**src/rtl/mem_bus_pkg.sv**
```systemverilog
// Shared types and default address map for the data-side memory bus.
//   bus_state_t   : controller FSM states
//   DEFAULT_*_W   : default bus widths
//   *_BASE / MASK : default slave regions (4 KiB each)
package mem_bus_pkg;

  localparam int unsigned DEFAULT_DATA_W = 32;
  localparam int unsigned DEFAULT_ADDR_W = 32;

  localparam logic [31:0] DMEM_BASE   = 32'h0000_0000;
  localparam logic [31:0] SPRITE_BASE = 32'h0000_1000;
  localparam logic [31:0] UART_BASE   = 32'h0000_2000;
  localparam logic [31:0] REGION_MASK = 32'hFFFF_F000;

  typedef enum logic [1:0] {
    IDLE,
    ACCESS,
    RESP
  } bus_state_t;

endpackage

```
**src/rtl/mem_bus_decoder.sv**
```systemverilog
// Combinational base/mask address decoder.
//   addr_i   : CPU byte address
//   hit_o    : some slave region matches
//   match_o  : one-hot select of the winning slave (lowest index on overlap)
//   idx_o    : binary index of the winning slave
//   offset_o : word offset of addr_i within the winning region
module mem_bus_decoder
  import mem_bus_pkg::*;
#(
  parameter int unsigned NUM_SLAVES = 3,
  parameter int unsigned ADDR_W     = DEFAULT_ADDR_W,
  parameter int unsigned IDX_W      = (NUM_SLAVES > 1) ? $clog2(NUM_SLAVES) : 1,
  parameter logic [NUM_SLAVES-1:0][ADDR_W-1:0] BASE = {UART_BASE, SPRITE_BASE, DMEM_BASE},
  parameter logic [NUM_SLAVES-1:0][ADDR_W-1:0] MASK = {REGION_MASK, REGION_MASK, REGION_MASK}
) (
  input  logic [ADDR_W-1:0]     addr_i,
  output logic                  hit_o,
  output logic [NUM_SLAVES-1:0] match_o,
  output logic [IDX_W-1:0]      idx_o,
  output logic [ADDR_W-3:0]     offset_o
);

  always_comb begin
    hit_o    = 1'b0;
    match_o  = '0;
    idx_o    = '0;
    offset_o = '0;
    // Scan downwards so the lowest matching index is the last one written.
    for (int i = NUM_SLAVES - 1; i >= 0; i--) begin
      if ((addr_i & MASK[i]) == BASE[i]) begin
        hit_o      = 1'b1;
        match_o    = '0;
        match_o[i] = 1'b1;
        idx_o      = IDX_W'(i);
        // Regions are word aligned, so the word offset needs no borrow from bits [1:0].
        offset_o   = addr_i[ADDR_W-1:2] - BASE[i][ADDR_W-1:2];
      end
    end
  end

endmodule

```
**src/rtl/mem_bus_controller.sv**
```systemverilog
// Routes single CPU load/store transactions to NUM_SLAVES memory-mapped slaves.
//   clk, reset        : clock, asynchronous active-low reset
//   req_i/we_i/addr_i/wdata_i : CPU request, held until ready_o
//   rdata_o/ready_o/err_o     : one-cycle completion pulse with data / error flag
//   sel_o/we_o/addr_o/wdata_o : one-hot slave select and registered slave command
//   rdata_i/ack_i             : per-slave read data slices and completion bits
// Unmapped or misaligned requests complete with err_o without selecting a slave;
// a selected slave that never acks is abandoned after TIMEOUT cycles with err_o.
module mem_bus_controller
  import mem_bus_pkg::*;
#(
  parameter int unsigned NUM_SLAVES = 3,
  parameter int unsigned DATA_W     = DEFAULT_DATA_W,
  parameter int unsigned ADDR_W     = DEFAULT_ADDR_W,
  parameter logic [NUM_SLAVES-1:0][ADDR_W-1:0] BASE = {UART_BASE, SPRITE_BASE, DMEM_BASE},
  parameter logic [NUM_SLAVES-1:0][ADDR_W-1:0] MASK = {REGION_MASK, REGION_MASK, REGION_MASK},
  parameter int unsigned TIMEOUT    = 16
) (
  input  logic                         clk,
  input  logic                         reset,
  input  logic                         req_i,
  input  logic                         we_i,
  input  logic [ADDR_W-1:0]            addr_i,
  input  logic [DATA_W-1:0]            wdata_i,
  output logic [DATA_W-1:0]            rdata_o,
  output logic                         ready_o,
  output logic                         err_o,
  output logic [NUM_SLAVES-1:0]        sel_o,
  output logic                         we_o,
  output logic [ADDR_W-3:0]            addr_o,
  output logic [DATA_W-1:0]            wdata_o,
  input  logic [NUM_SLAVES*DATA_W-1:0] rdata_i,
  input  logic [NUM_SLAVES-1:0]        ack_i
);

  localparam int unsigned IDX_W = (NUM_SLAVES > 1) ? $clog2(NUM_SLAVES) : 1;
  localparam int unsigned CNT_W = $clog2(TIMEOUT + 1);
  localparam logic [CNT_W-1:0] CNT_LAST = CNT_W'(TIMEOUT - 1);
  localparam logic [CNT_W-1:0] CNT_MAX  = CNT_W'(TIMEOUT);

  bus_state_t state_q, state_d;

  logic [IDX_W-1:0]      idx_q, idx_d;
  logic                  we_lat_q, we_lat_d;
  logic [CNT_W-1:0]      cnt_q, cnt_d;
  logic [NUM_SLAVES-1:0] sel_q, sel_d;
  logic                  we_q, we_d;
  logic [ADDR_W-3:0]     addr_q, addr_d;
  logic [DATA_W-1:0]     wdata_q, wdata_d;
  logic [DATA_W-1:0]     rdata_q, rdata_d;
  logic                  ready_q, ready_d;
  logic                  err_q, err_d;

  logic                  dec_hit;
  logic [NUM_SLAVES-1:0] dec_match;
  logic [IDX_W-1:0]      dec_idx;
  logic [ADDR_W-3:0]     dec_offset;

  logic                  ack_sel;
  logic [DATA_W-1:0]     rdata_sel;

  mem_bus_decoder #(
    .NUM_SLAVES (NUM_SLAVES),
    .ADDR_W     (ADDR_W),
    .IDX_W      (IDX_W),
    .BASE       (BASE),
    .MASK       (MASK)
  ) u_decoder (
    .addr_i   (addr_i),
    .hit_o    (dec_hit),
    .match_o  (dec_match),
    .idx_o    (dec_idx),
    .offset_o (dec_offset)
  );

  // Only the latched slave's ack and data matter; stray acks elsewhere are ignored.
  always_comb begin
    ack_sel   = 1'b0;
    rdata_sel = '0;
    for (int i = 0; i < NUM_SLAVES; i++) begin
      if (IDX_W'(i) == idx_q) begin
        ack_sel   = ack_i[i];
        rdata_sel = rdata_i[i*DATA_W +: DATA_W];
      end
    end
  end

  always_comb begin
    state_d  = state_q;
    idx_d    = idx_q;
    we_lat_d = we_lat_q;
    cnt_d    = cnt_q;
    sel_d    = '0;
    we_d     = 1'b0;
    addr_d   = addr_q;
    wdata_d  = wdata_q;
    rdata_d  = rdata_q;
    ready_d  = 1'b0;
    err_d    = 1'b0;

    unique case (state_q)
      IDLE: begin
        if (req_i) begin
          we_lat_d = we_i;
          wdata_d  = wdata_i;
          idx_d    = dec_idx;
          addr_d   = dec_offset;
          rdata_d  = '0;
          if (!dec_hit || (addr_i[1:0] != 2'b00)) begin
            state_d = RESP;
            ready_d = 1'b1;
            err_d   = 1'b1;
          end else begin
            state_d = ACCESS;
            cnt_d   = '0;
            sel_d   = dec_match;
            we_d    = we_i;
          end
        end
      end

      ACCESS: begin
        // Ack is checked first so it wins over a coinciding timeout.
        if (ack_sel) begin
          state_d = RESP;
          ready_d = 1'b1;
          rdata_d = we_lat_q ? '0 : rdata_sel;
        end else if (cnt_q == CNT_LAST) begin
          state_d = RESP;
          ready_d = 1'b1;
          err_d   = 1'b1;
          rdata_d = '0;
        end else begin
          sel_d = sel_q;
          we_d  = we_lat_q;
          if (cnt_q != CNT_MAX) begin
            cnt_d = cnt_q + 1'b1;
          end
        end
      end

      RESP: begin
        state_d = IDLE;
      end

      default: begin
        state_d = IDLE;
      end
    endcase
  end

  always_ff @(posedge clk or negedge reset) begin
    if (!reset) begin
      state_q  <= IDLE;
      idx_q    <= '0;
      we_lat_q <= 1'b0;
      cnt_q    <= '0;
      sel_q    <= '0;
      we_q     <= 1'b0;
      addr_q   <= '0;
      wdata_q  <= '0;
      rdata_q  <= '0;
      ready_q  <= 1'b0;
      err_q    <= 1'b0;
    end else begin
      state_q  <= state_d;
      idx_q    <= idx_d;
      we_lat_q <= we_lat_d;
      cnt_q    <= cnt_d;
      sel_q    <= sel_d;
      we_q     <= we_d;
      addr_q   <= addr_d;
      wdata_q  <= wdata_d;
      rdata_q  <= rdata_d;
      ready_q  <= ready_d;
      err_q    <= err_d;
    end
  end

  assign sel_o   = sel_q;
  assign we_o    = we_q;
  assign addr_o  = addr_q;
  assign wdata_o = wdata_q;
  assign rdata_o = rdata_q;
  assign ready_o = ready_q;
  assign err_o   = err_q;

endmodule

```
**config.mk**
```make
export PLATFORM = sky130hd
export DESIGN_NAME = mem_bus_controller
export DESIGN_NICKNAME = d
export VERILOG_FILES = /design/src/rtl/mem_bus_pkg.sv /design/src/rtl/mem_bus_decoder.sv /design/src/rtl/mem_bus_controller.sv
export SDC_FILE = /design/constraint.sdc
export NUM_CORES = 1
export LEC_CHECK = 0
export CORE_ASPECT_RATIO = 0.8
export CORE_MARGIN = 5
export CORE_UTILIZATION = 40
export CTS_BUF_LIST = sky130_fd_sc_hd__clkbuf_8
export DETAILED_ROUTE_END_ITERATION = 8
export PLACE_DENSITY = 0.8
export SLEW_MARGIN = 10
export SYNTH_ARGS = -nofsm -noshare
export SYNTH_HDL_FRONTEND = slang
export SYNTH_SLANG_ARGS = --single-unit
export TNS_END_PERCENT = 30
```
**constraint.sdc**
```tcl
create_clock -name clk -period 2.44 [get_ports clk]
set_clock_uncertainty 0.05 [all_clocks]
set_input_delay 0.732 -clock clk [delete_from_list [all_inputs] [get_ports clk]]
set_output_delay 0.732 -clock clk [all_outputs]
set_load 0.005 [all_outputs]
```
==> results of run 1 <==
cells by family (layout without fill, tap and decap cells):
logic type                 Yosys count  in the layout
muxes                               34             34
adders and majority gates            8              8
AOI/OAI and AO/OA                  106            106
and+or+nand+nor                    250            250
DFF                                110            110
buffers and inverters               39            348
other                                0              1
cell usage after synthesis, drive strengths merged:
master	instances
nand2	183
dfrtp	110
a22o	44
o21ai	40
mux2i	33
clkbuf	20
nor2	11
buf	10
inv	9
ha	8
nand3	8
nor3	8
nor4	8
nor3b	7
nand4	5
and3	3
nand2b	3
o2bb2ai	3
o31ai	3
or3	3
a211oi	2
a21oi	2
and2	2
nor2b	2
o2111ai	2
o211ai	2
or4	2
or4b	2
a211o	1
a21o	1
a221o	1
and4	1
and4b	1
mux2	1
nand3b	1
o2111a	1
o21a	1
o221a	1
o311a	1
o31a	1
power groups by stage:
| stage | clock, mW | sequential [mW] | combinational (mW) |
|---|---|---|---|
| 2_1_floorplan | 0 | 1.99 | 0.168 |
| 3_3_place_gp | 0 | 1.98 | 0.754 |
| 3_5_place_dp | 0 | 1.99 | 0.767 |
| 4_1_cts | 1.02 | 1.95 | 0.773 |
| 5_1_grt | 1.10 | 1.97 | 0.835 |
| 6_report | 0.982 | 1.95 | 0.767 |
flip-flops by register name, indices dropped and copies added, names as in the netlist:
signal / flops
ready_o: 1
err_o: 1
wdata_o: 32
rdata_o: 32
we_o: 1
state_q: 2
idx_q: 2
addr_o: 30
cnt_q: 5
sel_o: 3
we_lat_q: 1
final cells by class:
class	count	area [um2]	share of cell area
Sequential cell	110	2750	0.314
Antenna cell	1	2.50	0.000285
Multi-Input combinational cell	398	2420	0.276
Clock inverter	4	16.3	0.00185
Inverter	9	33.8	0.00385
Timing Repair Buffer	324	3170	0.362
Tap cell	175	219	0.0250
Clock buffer	11	151	0.0173
repair_timing:
action                     in CTS  in global routing
buffers inserted                0                  6
resized for setup               4                 19
setup endpoints to repair      31                 36
hold endpoints to repair        0                  0
cloned                          0                  0
pin swaps                       2                 12
per-layer routing:
| metal | vias up | routed length [um] | share of wire | GRT usage |
|---|---|---|---|---|
| met3 | 28 | 1970 | 0.11 | 0.0945 |
| met1 | 2459 | 7420 | 0.40 | 0.279 |
| met2 | 214 | 8480 | 0.46 | 0.370 |
| met4 | 0 | 454 | 0.025 | 0.0737 |
| li1 | 2515 | - | - | - |
| met5 | - | 0 | 0 | 0 |
worst paths after layout:
check / to / depth (start not counted) / slack [ps] / startpoint
hold / removal: addr_o[17] / 1 / 210 / reset
hold reg to reg: wdata_o[1] / 2 / 430 / wdata_o[1]
setup / recovery: addr_o[11] / 7 / 4 / addr_i[30]
setup reg to reg: cnt_q[2] / 7 / 380 / cnt_q[1]
max in group asynchronous: rdata_o[15] / 2 / 1540 / reset
min in group clk: wdata_o[1] / 2 / 430 / wdata_o[1]
per-stage QoR:
step	util	total power, mW	cell area (um2)
finish	0.682	3.70	8770
global route	0.682	3.90	8770
CTS	0.672	3.75	8650
detailed placement	0.657	2.76	8460
global placement	0.657	2.74	8460
floorplan	-	2.16	5240
==> flow_metrics.tcl, run 1 <==
set metrics [dict create \
    numPortBuffers 266 \
    htreeDepth 3 \
    worst_ep_required_time_ps 2670 \
    cp_slowest_stage_delay_ps 480 \
    die_area_um2 15500 \
    swShare 0.246 \
    cts_buffer_depth 2 \
    coreArea_um2 12900 \
    fillers 1057 \
    synth-compound-area-share 0.146 \
    yosys.area_share.simple 0.216 \
    postSynthAreaPerCell_um2 9.58 \
    first_pass_iters 4 \
    clk_pin_slew_ps 90 \
    synth_seq_cells 110 \
    worstSetupEndpointType "register" \
    ant_nets 0 \
    p_comb_frac 0.207 \
    timing.final.crit_share 0.998 \
    gp_congestion 0.904 \
    seq_area_frac_synth 0.525 \
    grt_pass1_wl_mm 28.0 \
    net-switching-power_mw 0.912 \
    grt_max_degree 50 \
    cpMaxStageDelayCell "clkdlybuf4s50_1" \
    clkLatencyLatePin_ps 370 \
    setup_tns_ps 0 \
    synthAdderAreaFrac 0.0191 \
    fin_crit_ps 2440 \
    clockPowerShare 0.265 \
    initial_core_util 0.407 \
    status "completed" \
    antenna_found_initial 1 \
    worstMarginPinSlew_ps 688 \
    place_inst 1010 \
    yosys.area_share.xor_xnor 0 \
    ios 267 \
    synth_top_family_by_area "simple AND/OR/NAND/NOR gates" \
    synth.top_cell.area_share 0.525 \
    numCtsBuffers 9 \
    relSlewSlack 0.541 \
    mostFrequentLayoutCell "clkdlybuf4s50_1" \
    yosys_warnings 0 \
    final_cells 1032 \
    setup_violations 0 \
    critPathArrivalTime_ps 2670 \
    timing.hold.ws_ps 214 \
    leakage_nw 3.93 \
    final_hold_viol_count 0 \
    drt_iter0_markers 233 \
    finalNetCount 1027 \
    cts_tree "done" \
    synthMuxAreaShare 0.0652 \
    mostFrequentLayoutCells "clkdlybuf4s50_1, nand2_1, dfrtp_1" \
    drv_cap 0 \
    synth_area_um2 5240 \
    drt-wirelength-per-cell_um 17.8 \
    grt_pass1_vias 5380 \
    dieHeight_um 112 \
    clkSinkCount 110 \
    slew_violations 0 \
    viasPerCell 5.05 \
    track_usage 0.229 \
    layout-drive-gt1-share 0.107 \
    pre_cts_slack_ps -524 \
    yosys.area.top_type "dfrtp_1" \
    critPathKind "input pin to register" \
    crit_buf_inv 2 \
    ir_drop_mv 0.485 \
    grt-ovfl-total 0 \
    holdCritPathClass "input pin to async pin" \
    syn_nets 722 \
    power_density_nw_per_um2 422 \
    die_x_um 138 \
    num_vias 5216 \
    ys_top_cells_by_area "dfrtp_1, nand2_1, a22o_1" \
    yosysUniqueCellTypes 45 \
    critPathTopFamily "simple AND/OR/NAND/NOR gates" \
    dpl.hpwl_mm 14.3 \
    clock.fmax_ghz 0.410 \
    drc 0 \
    layout_setup_ws_ps 3.67 \
    syn_to_final_growth_pct 67.3 \
    intPower_mw 2.79 \
    wirelength_mm 18.3 \
    seqPwrFrac 0.528 \
    path_max_fanout 4 \
    clockRootBuffer "clkbuf_8" \
    start_kind "input pin" \
    synth_cells 547 \
    crit_path_cell_trace "clkdlybuf4s50_1 > nor2_1 > buf_4 > nand4_1 > or3_4 > o221a_1 > o31ai_1" \
    hold_buffers 0 \
    row_count 37 \
]
Power figures use the tool's default switching activity.
==> inputs of run 2 (changes only) <==
- CTS_CLUSTER_SIZE: not set -> 40
==> results of run 2 <==
Same layout as run 1: the final DEF is identical, and so are final timing and power.
